`src/rtl/pc_fetch_sequencer.sv`:
```
// -----------------------------------------------------------------------------
// pc_fetch_sequencer
//
// Owns the architectural PC and sequences instruction fetches to instruction
// memory over a valid/ready handshake. The next PC is the sequential
// increment, a branch target or a jump target. The sequencer holds on stall or
// when run enable is low. A redirect that arrives while a fetch is outstanding
// squashes that (wrong-path) fetch when it completes.
//
// Ports
//   clk            system clock, all state on rising edge
//   reset          asynchronous active-high reset, clears all state
//   en             run enable; 0 = no new fetch requests
//   stall          decode stall; hold PC, no new request
//   branch_taken   one-cycle pulse, redirect to branch_target
//   branch_target  branch destination
//   jump           one-cycle pulse, redirect to jump_target (beats branch)
//   jump_target    jump destination
//   imem_req       fetch request valid
//   imem_addr      fetch address, stable while a request is outstanding
//   imem_ready     memory accepts the request this cycle
//   fetch_valid    one-cycle pulse: fetch_pc is a correct-path fetched PC
//   fetch_pc       PC of the completed fetch
//   pc_plus4       fetch_pc + 4 (mod 2^32)
//   misaligned     sticky: some redirect target had nonzero bits [1:0]
// -----------------------------------------------------------------------------
module pc_fetch_sequencer #(
   parameter logic [31:0] RESET_VECTOR = 32'h0000_0000
) (
   input  logic        clk,
   input  logic        reset,
   input  logic        en,
   input  logic        stall,
   input  logic        branch_taken,
   input  logic [31:0] branch_target,
   input  logic        jump,
   input  logic [31:0] jump_target,
   output logic        imem_req,
   output logic [31:0] imem_addr,
   input  logic        imem_ready,
   output logic        fetch_valid,
   output logic [31:0] fetch_pc,
   output logic [31:0] pc_plus4,
   output logic        misaligned
);

   localparam logic [1:0] IDLE  = 2'd0;
   localparam logic [1:0] FETCH = 2'd1;
   localparam logic [1:0] STALL = 2'd2;

   logic [1:0]  state, state_next;
   logic [31:0] pc, pc_next;
   logic        pending, pending_next;
   logic [31:0] pending_target, pending_target_next;
   logic        fetch_valid_next;
   logic [31:0] fetch_pc_next;

   logic        redirect;
   logic [31:0] redirect_raw;
   logic [31:0] redirect_target;

   // Jump outranks branch when both pulse in the same cycle.
   assign redirect        = jump | branch_taken;
   assign redirect_raw    = jump ? jump_target : branch_target;
   assign redirect_target = {redirect_raw[31:2], 2'b00};

   // The request is a pure decode of the state register, so an asynchronous
   // reset withdraws it immediately.
   assign imem_req  = (state == FETCH);
   assign imem_addr = pc;
   assign pc_plus4  = fetch_pc + 32'd4;

   always_comb begin
      // NOTE: every variable gets a default first so no path can infer a latch.
      state_next          = state;
      pc_next             = pc;
      pending_next        = pending;
      pending_target_next = pending_target;
      fetch_valid_next    = 1'b0;
      fetch_pc_next       = fetch_pc;

      case (state)
         // IDLE and STALL differ only in why we are parked; both accept a
         // redirect directly into the PC since nothing is in flight.
         IDLE, STALL: begin
            if (redirect) pc_next = redirect_target;
            if (!stall)   state_next = en ? FETCH : IDLE;
         end

         FETCH: begin
            if (imem_ready) begin
               // A redirect in this cycle or one pending from earlier means
               // the fetch just completed is wrong-path: squash it.
               if (redirect) begin
                  pc_next = redirect_target;
               end else if (pending) begin
                  pc_next = pending_target;
               end else begin
                  pc_next          = pc + 32'd4;
                  fetch_valid_next = 1'b1;
                  fetch_pc_next    = pc;
               end
               pending_next = 1'b0;

               if (stall)    state_next = STALL;
               else if (!en) state_next = IDLE;
               else          state_next = FETCH;
            end else if (redirect) begin
               // The address must stay stable until accepted, so park the
               // target; a later redirect simply overwrites it.
               pending_next        = 1'b1;
               pending_target_next = redirect_target;
            end
         end

         default: state_next = IDLE;
      endcase
   end

   // NOTE: state registers use non-blocking assignments so every flop samples
   // pre-edge values regardless of statement order.
   always_ff @(posedge clk or posedge reset) begin
      if (reset) begin
         state          <= IDLE;
         pc             <= RESET_VECTOR;
         pending        <= 1'b0;
         pending_target <= 32'h0000_0000;
         fetch_valid    <= 1'b0;
         fetch_pc       <= RESET_VECTOR;
         misaligned     <= 1'b0;
      end else begin
         state          <= state_next;
         pc             <= pc_next;
         pending        <= pending_next;
         pending_target <= pending_target_next;
         fetch_valid    <= fetch_valid_next;
         fetch_pc       <= fetch_pc_next;
         misaligned     <= misaligned | (redirect & (|redirect_raw[1:0]));
      end
   end

endmodule

```
`config.mk`:
```
export PLATFORM = sky130hd
export DESIGN_NAME = pc_fetch_sequencer
export DESIGN_NICKNAME = d
export VERILOG_FILES = /design/src/rtl/pc_fetch_sequencer.sv
export SDC_FILE = /design/constraint.sdc
export NUM_CORES = 1
export LEC_CHECK = 0
export ABC_CLOCK_PERIOD_IN_PS = 2750
export BUFFER_PORTS_ARGS = -buffer_cell sky130_fd_sc_hd__clkbuf_2
export CORE_MARGIN = 2
export CORE_UTILIZATION = 47
export DETAILED_ROUTE_END_ITERATION = 16
export PLACE_DENSITY = 0.73
export SLEW_MARGIN = 20
export SYNTH_ARGS = -nofsm -noshare
export SYNTH_HDL_FRONTEND = slang
export SYNTH_SLANG_ARGS = --single-unit
```
`constraint.sdc`:
```
create_clock -name clk -period 2.75 [get_ports clk]
set_clock_uncertainty 0.2 [all_clocks]
set_input_delay 0.1375 -clock clk [delete_from_list [all_inputs] [get_ports clk]]
set_output_delay 0.1375 -clock clk [all_outputs]
set_load 0.01 [all_outputs]
```
==> results.cfg, run 1 <==
[yosys]
synth-seq-cells = 95
syn-mean-instance-area_um2 = 9.15
synth_edf_count = 0
synth_cell_types = 60
syn-cell-area_um2 = 5560
async_reset_ff_share_pct = 100
synth_cells = 607
ys_seq_area_share_pct = 42.8
ys_warn_count = 0
synth_ff_type = dfrtp_1

[global_routing]
use_met1_pct = 35.8
grt_max_degree = 64
busiest_layer = met2
grt.overflow.total = 0
antenna_found_initial = 0
grt_pass1_vias = 5255
grt_pass1_wl_mm = 26.4
grtUsageMet2_pct = 40.8
grtUsageTotal_pct = 25.9
use_met3_pct = 3.91

[sta]
final-setup-viol-count = 0
setup_slack_ns = 0.131
period_share_pct = 95.3
drv_slew = 0
max_freq_ghz = 0.382
fin_hold_ws_ns = 0.00742
timing.slew.headroom_pct = 52.5
period_minus_slack_ns = 2.62
worst_slew_pin_slew_ns = 0.712
finalHoldViolCount = 0

[clock_network]
cts_root_buffer = clkbuf_16
clk_latency_ns = 0.35
htree_levels = 3
clock-sinks = 95
clockBufferDepth = 2
tritoncts = built
path_clk_slew_ns = 0.07
cts_buffers = 9

[placement]
portBuffers = 163
place_congestion = 0.892
dpl.hpwl_mm = 11.0
dpl_worst_slack_ns = 0.364

[worst_setup_path]
worstPathMaxFanout = 5
required_ns = 2.41
crit_arrival_ns = 2.28
critical_path_class = reg2out
cp-start-kind = flip-flop
crit_path_end_kind = primary output

[power_and_ir_drop]
power_mw = 5.78
clockPowerShare_pct = 19.9
combPwrFrac_pct = 38.2
intPower_mw = 3.49
power_density_nw_per_um2 = 774
worst_ir_drop_vdd_uv = 448
p_leak_nw = 3.42
seqPwrFrac_pct = 41.8
p_sw_mw = 2.29
switching_share_pct = 39.6

[detailed_routing]
wl_per_cell_um = 16.6
drc_errors = 0
routed_wl_mm = 16.2
drt_first_pass_iters = 6
vias = 5471
drt_iter0_drc = 306
drtAntennaViolNets = 0
avgViaCountPerCell = 5.61

[min_path]
hold_class = in2reg

[floorplanning]
row_count = 39
die_x_um = 113
die_area_um2 = 12700
dieHeight_um = 113
start_util_pct = 48.5
core_um2 = 11500
pin_count = 170

[layout]
final_cell_mix = clkbuf_2, dfrtp_1, a21oi_1, dlygate4sd3_1, nor2_1
finalNetCount = 901
layout_commonest_cell = clkbuf_2
antenna_cells = 0
area_growth_pct = 34.5
fillCellCount = 963
drive_gt1_share_pct = 26.9

[flow_run]
maxCapViolations = 0

[outcome]
status = complete, no violations
==> metal layers <==
layer  part of all wire [%]  vias up
li1                       -     2614
met1                     44     2594
met3                    6.2       34
met5                      0        -
met4                    2.8        0
met2                     47      229
==> cell families (layout without fill, tap and decap cells) <==
kind of cell	after synthesis	in the layout	share of synthesized area, %
AO/OA/AOI/OAI	152	152	16.1
XOR/XNOR	38	38	5.99
adder cells (fa/ha/maj)	2	2	0.450
buffers and inverters	60	281	5.52
flip-flops	95	95	42.8
multiplexers	57	57	10.8
other	1	6	0.0675
AND/OR/NAND/NOR	202	202	18.3
==> layout make-up <==
cell class	count	area [um2]	area share (%)
Multi-Input combinational cell	457	2930	39.3
Sequential cell	95	2380	31.8
Inverter	17	67.6	0.904
Clock inverter	6	36.3	0.485
Timing Repair Buffer	248	1640	21.9
Tap cell	143	179	2.39
Clock buffer	10	239	3.20
==> cell usage after synthesis, types with 3 or more instances <==
library cell	number	area share, %
nor2_1	61	4.1
buf_4	7	0.95
and4_1	8	1.3
mux2_1	23	4.7
o211ai_1	5	0.68
o21ai_1	21	1.9
buf_6	5	1.0
o21ai_0	21	1.9
a211oi_1	3	0.41
dfrtp_1	95	43
o311a_1	4	0.72
a31oi_1	5	0.56
mux2i_1	32	5.8
nand2b_1	6	0.68
nand2_1	51	3.4
o31ai_1	4	0.54
nand4_1	15	1.7
o21a_1	4	0.54
a21oi_1	69	6.2
inv_1	15	1.0
nor4_2	3	0.68
buf_2	14	1.3
clkbuf_1	15	1.0
xor2_1	15	2.4
nand3_1	19	1.7
xnor2_1	23	3.6
and2_1	5	0.56
nor3_1	16	1.4
a311oi_1	4	0.63
==> power by group through the flow <==
stage	sequential, mW	clock [mW]	combinational [mW]
after floorplan	2.43	0	1.15
after global placement	2.39	0	2.04
after detailed placement	2.43	0	2.10
after CTS	2.41	1.17	2.19
after global routing	2.51	1.23	2.42
final	2.42	1.15	2.21
==> state kept, by name (all words and copies together) (netlist names) <==
| signal | count |
|---|---|
| pending_target | 30 |
| fetch_valid | 1 |
| imem_addr | 30 |
| misaligned | 1 |
| pending | 1 |
| state | 2 |
| fetch_pc | 30 |
==> critical path, cell delays in order (launching register included) <==
cell	delay, ns
dfrtp_1	0.40
ha_1	0.22
and4_1	0.26
nor3b_4	0.35
nand4_1	0.23
nor2_1	0.18
xor2_1	0.15
clkbuf_2	0.15
==> metrics by stage <==
step | instances | util [%] | cell area [um2] | TNS [ns]
6_report | 976 | 65.2 | 7470 | 0
5_1_grt | 976 | 65.2 | 7470 | -0.0116
4_1_cts | 972 | 64.7 | 7410 | 0
3_5_place_dp | 892 | 56.7 | 6500 | 0
3_3_place_gp | 892 | 56.7 | 6500 | 0
2_1_floorplan | 612 | - | 5580 | 0
==> path summary, 6_finish.rpt <==
| kind | startpoint | end | slack [ns] | cells past startpoint |
|---|---|---|---|---|
| setup / recovery | fetch_pc[2]$_DFFE_PP0P_ | pc_plus4[26] | 0.13 | 7 |
| hold / removal | branch_target[29] | pending_target[29]$_DFFE_PP0P_ | 0.007 | 3 |
| setup reg to reg | imem_addr[18]$_DFFE_PP0P_ | imem_addr[27]$_DFFE_PP0P_ | 0.31 | 5 |
| hold reg to reg | pending_target[25]$_DFFE_PP0P_ | pending_target[25]$_DFFE_PP0P_ | 0.31 | 1 |
| max in group asynchronous | reset | fetch_pc[4]$_DFFE_PP0P_ | 1.36 | 4 |
| min in group asynchronous | reset | fetch_valid$_DFF_PP0_ | 0.24 | 3 |
==> what timing repair did <==
item | 4_1_cts | 5_1_grt
resized for setup | 0 | 7
setup endpoints to repair | 0 | 11
endpoints found under the hold margin | 64 | 0
buffers inserted | 0 | 4
hold buffers | 64 | 0
Note: power is estimated with default switching activity, not from simulation.
==> run 2, diff against run 1 <==
--- a/config.mk
+++ b/config.mk
@@ -5,10 +5,11 @@
 export SDC_FILE = /design/constraint.sdc
 export NUM_CORES = 1
 export LEC_CHECK = 0
+export ABC_AREA = 1
 export ABC_CLOCK_PERIOD_IN_PS = 2750
 export BUFFER_PORTS_ARGS = -buffer_cell sky130_fd_sc_hd__clkbuf_2
 export CORE_MARGIN = 2
-export CORE_UTILIZATION = 47
+export CORE_UTILIZATION = 48
 export DETAILED_ROUTE_END_ITERATION = 16
 export PLACE_DENSITY = 0.73
 export SLEW_MARGIN = 20
==> run 2 against run 1 <==
Against the previous run:
- wire length increased by 12%
- sequential share of layout area down 2.6 points
- clock power grew 4%
- non-clock buffer count decreased by 8
- via count increased by 15%
- worst hold slack gained 0.0059 ns
- cell count is 30% higher
- maximum frequency grew 4.2%
- largest power group unchanged
- critical path type unchanged
==> results.cfg, run 2 <==
[layout]
area_growth_pct = 29.9
final_cell_mix = nand2_1, clkbuf_2, dfrtp_1, inv_1, dlygate4sd3_1
final_area_um2 = 8130
finalNetCount = 1162
layout_commonest_cell = nand2_1
drive_gt1_share_pct = 22.6
antenna_cells = 0

[yosys]
yosysTopAreaCell = dfrtp_1
synth.top_cell.area_share_pct = 38.0
synth_edf_count = 0
syn-cell-area_um2 = 6260
synth_top_family_by_area = simple AND/OR/NAND/NOR gates
synth_cells = 870
synth_adder_area_share_pct = 0.400
ys_seq_area_share_pct = 38.0
synth_common_cells = nand2_1, dfrtp_1, inv_1, o21ai_0, nor2_1
ys_warn_count = 0
yosys-top-cells-area = dfrtp_1, nand2_1, xor2_1
synth_xor_area_share_pct = 5.46
async_reset_ff_share_pct = 100
synthSimpleGateAreaFrac_pct = 31.8
synth-seq-cells = 95
synth_ff_type = dfrtp_1
synth_compound_area_share_pct = 9.38
synth_cell_types = 42
synth.most_common_cell = nand2_1
synth.area.mux_share_pct = 6.20
syn-mean-instance-area_um2 = 7.19

[detailed_routing]
vias = 6298
drc_errors = 0
drt_first_pass_iters = 5
drt_iter0_drc = 515
drtAntennaViolNets = 0
wl_per_cell_um = 14.3
routed_wl_mm = 18.1
avgViaCountPerCell = 4.98

[clock_network]
ctsResizeCount = 0
clk_latency_ns = 0.35
hold_buffers = 68
cts_setup_buffers = 0
path_clk_slew_ns = 0.07
clock-sinks = 95
htree_levels = 3
cts_buffers = 9
cts_root_buffer = clkbuf_16
tritoncts = built
clockBufferDepth = 2

[power_and_ir_drop]
clockPowerShare_pct = 20.2
power_density_nw_per_um2 = 728
combPwrFrac_pct = 39.1
p_sw_mw = 2.43
p_leak_nw = 4.33
switching_share_pct = 41.0
intPower_mw = 3.49
power_mw = 5.91
worst_ir_drop_vdd_uv = 290
seqPwrFrac_pct = 40.6

[min_path]
hp-start = jump_target[11]
hold_class = in2reg
hold_depth = 5

[global_routing]
grt_pass1_vias = 5959
grtUsageTotal_pct = 26.3
grt_max_degree = 42
grt_pass1_wl_mm = 30.0
grt.overflow.total = 0
antenna_found_initial = 0

[worst_setup_path]
required_ns = 2.41
ff2ff_path_depth = 4
setup.worst_path.start = fetch_pc[3]$_DFFE_PP0P_
cp-start-kind = flip-flop
crit_arrival_ns = 2.18
worstPathMaxFanout = 4
r2r_start = state[0]$_DFFE_PP0P_
critical_path_class = reg2out
crit_path_end_kind = primary output

[sta]
period_share_pct = 91.4
period_minus_slack_ns = 2.51
final-setup-viol-count = 0
rsz0062_at_grt = no
setup_slack_ns = 0.236
finalHoldViolCount = 0
fin_hold_ws_ns = 0.0133
timing.slew.headroom_pct = 27.7
fin_setup_tns_ns = 0
drv_slew = 0
max_freq_ghz = 0.398
worst_slew_pin_slew_ns = 1.08

[floorplanning]
die_x_um = 118
pin_count = 170
core_um2 = 12700
dieHeight_um = 118
row_count = 41
die_area_um2 = 14000
start_util_pct = 49.4

[placement]
portBuffers = 163
dpl_worst_slack_ns = 0.436
place_congestion = 0.909
dpl.hpwl_mm = 12.6
place_area_um2 = 7170

[outcome]
status = complete, no violations

[flow_run]
maxCapViolations = 0
==> run 2: cell types whose count changed in the layout (fill, tap and decap cells not counted), sizes merged, moves of 18 or more <==
| cell | change |
|---|---|
| mux2i | -27 |
| a21oi | -36 |
| nand2 | +302 |
| xor2 | +19 |
| o21ai | +29 |
| inv | +67 |
| xnor2 | -18 |
==> run 2: logic make-up (layout without fill, tap and decap cells) <==
family / Yosys count / in the layout
AO/OA/AOI/OAI: 110 / 110
XOR/XNOR: 39 / 39
adder cells (fa/ha/maj): 2 / 2
buffers and inverters: 122 / 340
flip-flops: 95 / 95
multiplexers: 29 / 29
other: 1 / 6
AND/OR/NAND/NOR: 472 / 472
==> run 2: power groups by stage <==
stage | Combinational (mW) | Sequential [mW] | Clock (mW)
finish | 2.32 | 2.40 | 1.20
floorplan | 1.28 | 2.39 | 0
global route | 2.57 | 2.47 | 1.27
global placement | 2.18 | 2.40 | 0
CTS | 2.32 | 2.39 | 1.20
detailed placement | 2.22 | 2.41 | 0
==> run 2: path summary, 6_finish.rpt <==
path,end,slack (ns)
max in group asynchronous,pending_target[2]$_DFFE_PP0P_,1.46
max,pc_plus4[26],0.24
min reg2reg,pending_target[10]$_DFFE_PP0P_,0.29
min,imem_addr[11]$_DFFE_PP0P_,0.01
max reg2reg,imem_addr[10]$_DFFE_PP0P_,0.40
min in group asynchronous,fetch_valid$_DFF_PP0_,0.25
==> run 2: stage by stage <==
stage | cells | util [%]
6_report | 1265 | 64.1
4_1_cts | 1265 | 64.1
5_1_grt | 1265 | 64.1
3_5_place_dp | 1182 | 56.6
3_3_place_gp | 1182 | 56.6
2_1_floorplan | 875 | -
==> run 2: final cells by class <==
| type | count | area (um2) |
|---|---|---|
| Fill cell | 1160 | 4540 |
| Multi-Input combinational cell | 658 | 3350 |
| Sequential cell | 95 | 2380 |
| Timing Repair Buffer | 240 | 1580 |
| Inverter | 85 | 328 |
| Clock buffer | 12 | 256 |
| Tap cell | 172 | 215 |
| Clock inverter | 3 | 18.8 |
==> run 2: layer usage <==
layer	track usage, %	vias up	part of all wire (%)
li1	-	3161	-
met1	35.9	2867	44
met2	42.3	244	46
met3	5.45	26	7.7
met4	8.06	0	1.6
met5	0	-	0
==> run 2: critical path, stage by stage (launching register included) <==
cell and delay [ns]:
dfrtp_1 0.39, ha_1 0.20, nand2_1 0.11, nor4_1 0.55, nand4_1 0.22, xor2_1 0.20
clkbuf_2 0.15
==> run 3, diff against run 2 <==
--- a/config.mk
+++ b/config.mk
@@ -8,10 +8,13 @@
 export ABC_AREA = 1
 export ABC_CLOCK_PERIOD_IN_PS = 2750
 export BUFFER_PORTS_ARGS = -buffer_cell sky130_fd_sc_hd__clkbuf_2
+export CORE_ASPECT_RATIO = 1.2
 export CORE_MARGIN = 2
 export CORE_UTILIZATION = 48
 export DETAILED_ROUTE_END_ITERATION = 16
+export MAX_ROUTING_LAYER = met4
 export PLACE_DENSITY = 0.73
+export SKIP_LAST_GASP = 1
 export SLEW_MARGIN = 20
 export SYNTH_ARGS = -nofsm -noshare
 export SYNTH_HDL_FRONTEND = slang
==> run 3 against run 2 <==
Against the previous run:
- power is 1.4% higher
- critical path depth stayed put
- largest cell class unchanged
- global-route usage is 1.5 points higher
- count of clock-buffer cells in the layout stayed put
- via count is 0.21% lower
==> results.cfg, run 3 (synthesis gave the netlist of run 2 again) <==
[sta]
worst_slew_pin_slew_ns = 0.792
period_share_pct = 88.2
fin_setup_tns_ns = 0
drv_slew = 0
timing.slew.headroom_pct = 47.2
rsz0062_at_grt = no
finalHoldViolCount = 0
final-setup-viol-count = 0
period_minus_slack_ns = 2.42
max_freq_ghz = 0.412

[power_and_ir_drop]
power_mw = 6.00
switching_share_pct = 40.1
intPower_mw = 3.59
clockPowerShare_pct = 21.8
worst_ir_drop_vdd_uv = 360
seqPwrFrac_pct = 39.7
p_sw_mw = 2.41
combPwrFrac_pct = 38.5
p_leak_nw = 4.35
power_density_nw_per_um2 = 734

[worst_setup_path]
r2r_start = imem_addr[2]$_DFFE_PP0P_
crit_arrival_ns = 2.09
critical_path_class = reg2out
setup.worst_path.start = fetch_pc[2]$_DFFE_PP0P_
cp-start-kind = flip-flop
worstPathMaxFanout = 4
ff2ff_path_depth = 12
crit_path_end_kind = primary output
required_ns = 2.41

[outcome]
status = complete, no violations

[layout]
final_area_um2 = 8170
finalNonFillerCells = 1260
area_growth_pct = 30.6
fin_util_pct = 64.5
antenna_cells = 0
finalNetCount = 1164
final_cell_mix = nand2_1, clkbuf_2, dfrtp_1, inv_1, dlygate4sd3_1
fillCellCount = 1152
drive_gt1_share_pct = 22.7
layout_commonest_cell = nand2_1

[clock_network]
tritoncts = built
htree_levels = 3
clockBufferDepth = 2
clock-sinks = 95
cts_buffers = 9
clk_latency_ns = 0.35
cts_root_buffer = clkbuf_16
cts_setup_buffers = 0
path_clk_slew_ns = 0.07

[global_routing]
antenna_found_initial = 0
grt_pass1_vias = 5846
grt.overflow.total = 0
grt_pass1_wl_mm = 29.7
grtUsageTotal_pct = 27.9
grt_max_degree = 46

[detailed_routing]
drtAntennaViolNets = 0
drt_iter0_drc = 488
wl_per_cell_um = 14.3
routed_wl_mm = 18.1
drc_errors = 0
drt_first_pass_iters = 5
vias = 6285
avgViaCountPerCell = 4.99

[flow_run]
maxCapViolations = 0

[floorplanning]
core_um2 = 12700
pin_count = 170
dieHeight_um = 129
row_count = 45
die_x_um = 108
die_area_um2 = 14000
start_util_pct = 49.4

[min_path]
hold_depth = 3
hp-start = jump_target[1]
hold_class = in2reg

[placement]
place_area_um2 = 7170
place_congestion = 0.862
dpl.hpwl_mm = 12.4
dpl.cell_count = 1175
portBuffers = 163
[run 3: cell types whose count changed in the layout (fill, tap and decap cells not counted)]
| cell | previous run | this run |
|---|---|---|
| clkinv_2 | 2 | 0 |
| clkinvlp_4 | 1 | 3 |
| buf_4 | 8 | 9 |
| bufinv_16 | 0 | 1 |
| dlygate4sd3_1 | 68 | 69 |
[run 3: worst paths after layout]
| kind | to | slack [ns] |
|---|---|---|
| max reg2reg | imem_addr[22]$_DFFE_PP0P_ | 0.66 |
| max in group asynchronous | imem_addr[20]$_DFFE_PP0P_ | 1.40 |
| min reg2reg | pending_target[10]$_DFFE_PP0P_ | 0.30 |
| min | misaligned$_DFF_PP0_ | 0.0005 |
| max | pc_plus4[26] | 0.33 |
| min in group asynchronous | fetch_valid$_DFF_PP0_ | 0.22 |
[run 3: power by group through the flow]
| stage | sequential (mW) | clock (mW) | combinational, mW |
|---|---|---|---|
| finish | 2.38 | 1.30 | 2.31 |
| CTS | 2.37 | 1.32 | 2.32 |
| detailed placement | 2.39 | 0 | 2.22 |
| global route | 2.45 | 1.38 | 2.58 |
| floorplan | 2.39 | 0 | 1.28 |
| global placement | 2.38 | 0 | 2.17 |
[run 3: timing repair]
item,in CTS,in global routing
gates resized for setup,0,0
hold buffers,69,0
hold endpoints to repair,65,0
[run 3: routing by layer]
metal | part of all wire [%] | up-vias | track usage (%)
li1 | - | 3171 | -
met1 | 44 | 2891 | 36.9
met2 | 49 | 203 | 45.3
met3 | 4.5 | 20 | 3.02
met4 | 1.7 | 0 | 8.52
met5 | 0 | - | -
[run 3: worst max-delay path, cell delays in order (launching register included)]
cell and delay (ns):
dfrtp_1 0.39, ha_1 0.19, nand2_1 0.11, nor4_1 0.51, nand4_1 0.17, xor2_1 0.20
clkbuf_2 0.16
[run 3: layout make-up]
cell class / instances / area [um2] / share of cell area (%)
multi-input cells: 658 / 3350 / 41.1
flip-flops and latches: 95 / 2380 / 29.1
repair buffers: 242 / 1590 / 19.5
inverters: 85 / 328 / 4.01
clock buffers: 12 / 256 / 3.14
well taps: 164 / 205 / 2.51
clock inverters: 4 / 53.8 / 0.659
[run 3: stage by stage]
| stage | hold slack, ns | setup WS, ns |
|---|---|---|
| finish | 0.000473 | 0.325 |
| global route | 0.0276 | 0.124 |
| CTS | 0.00143 | 0.291 |
| detailed placement | 0.0469 | 0.548 |
| global placement | 0.0458 | 0.671 |
| floorplan | 0.0232 | 0.879 |
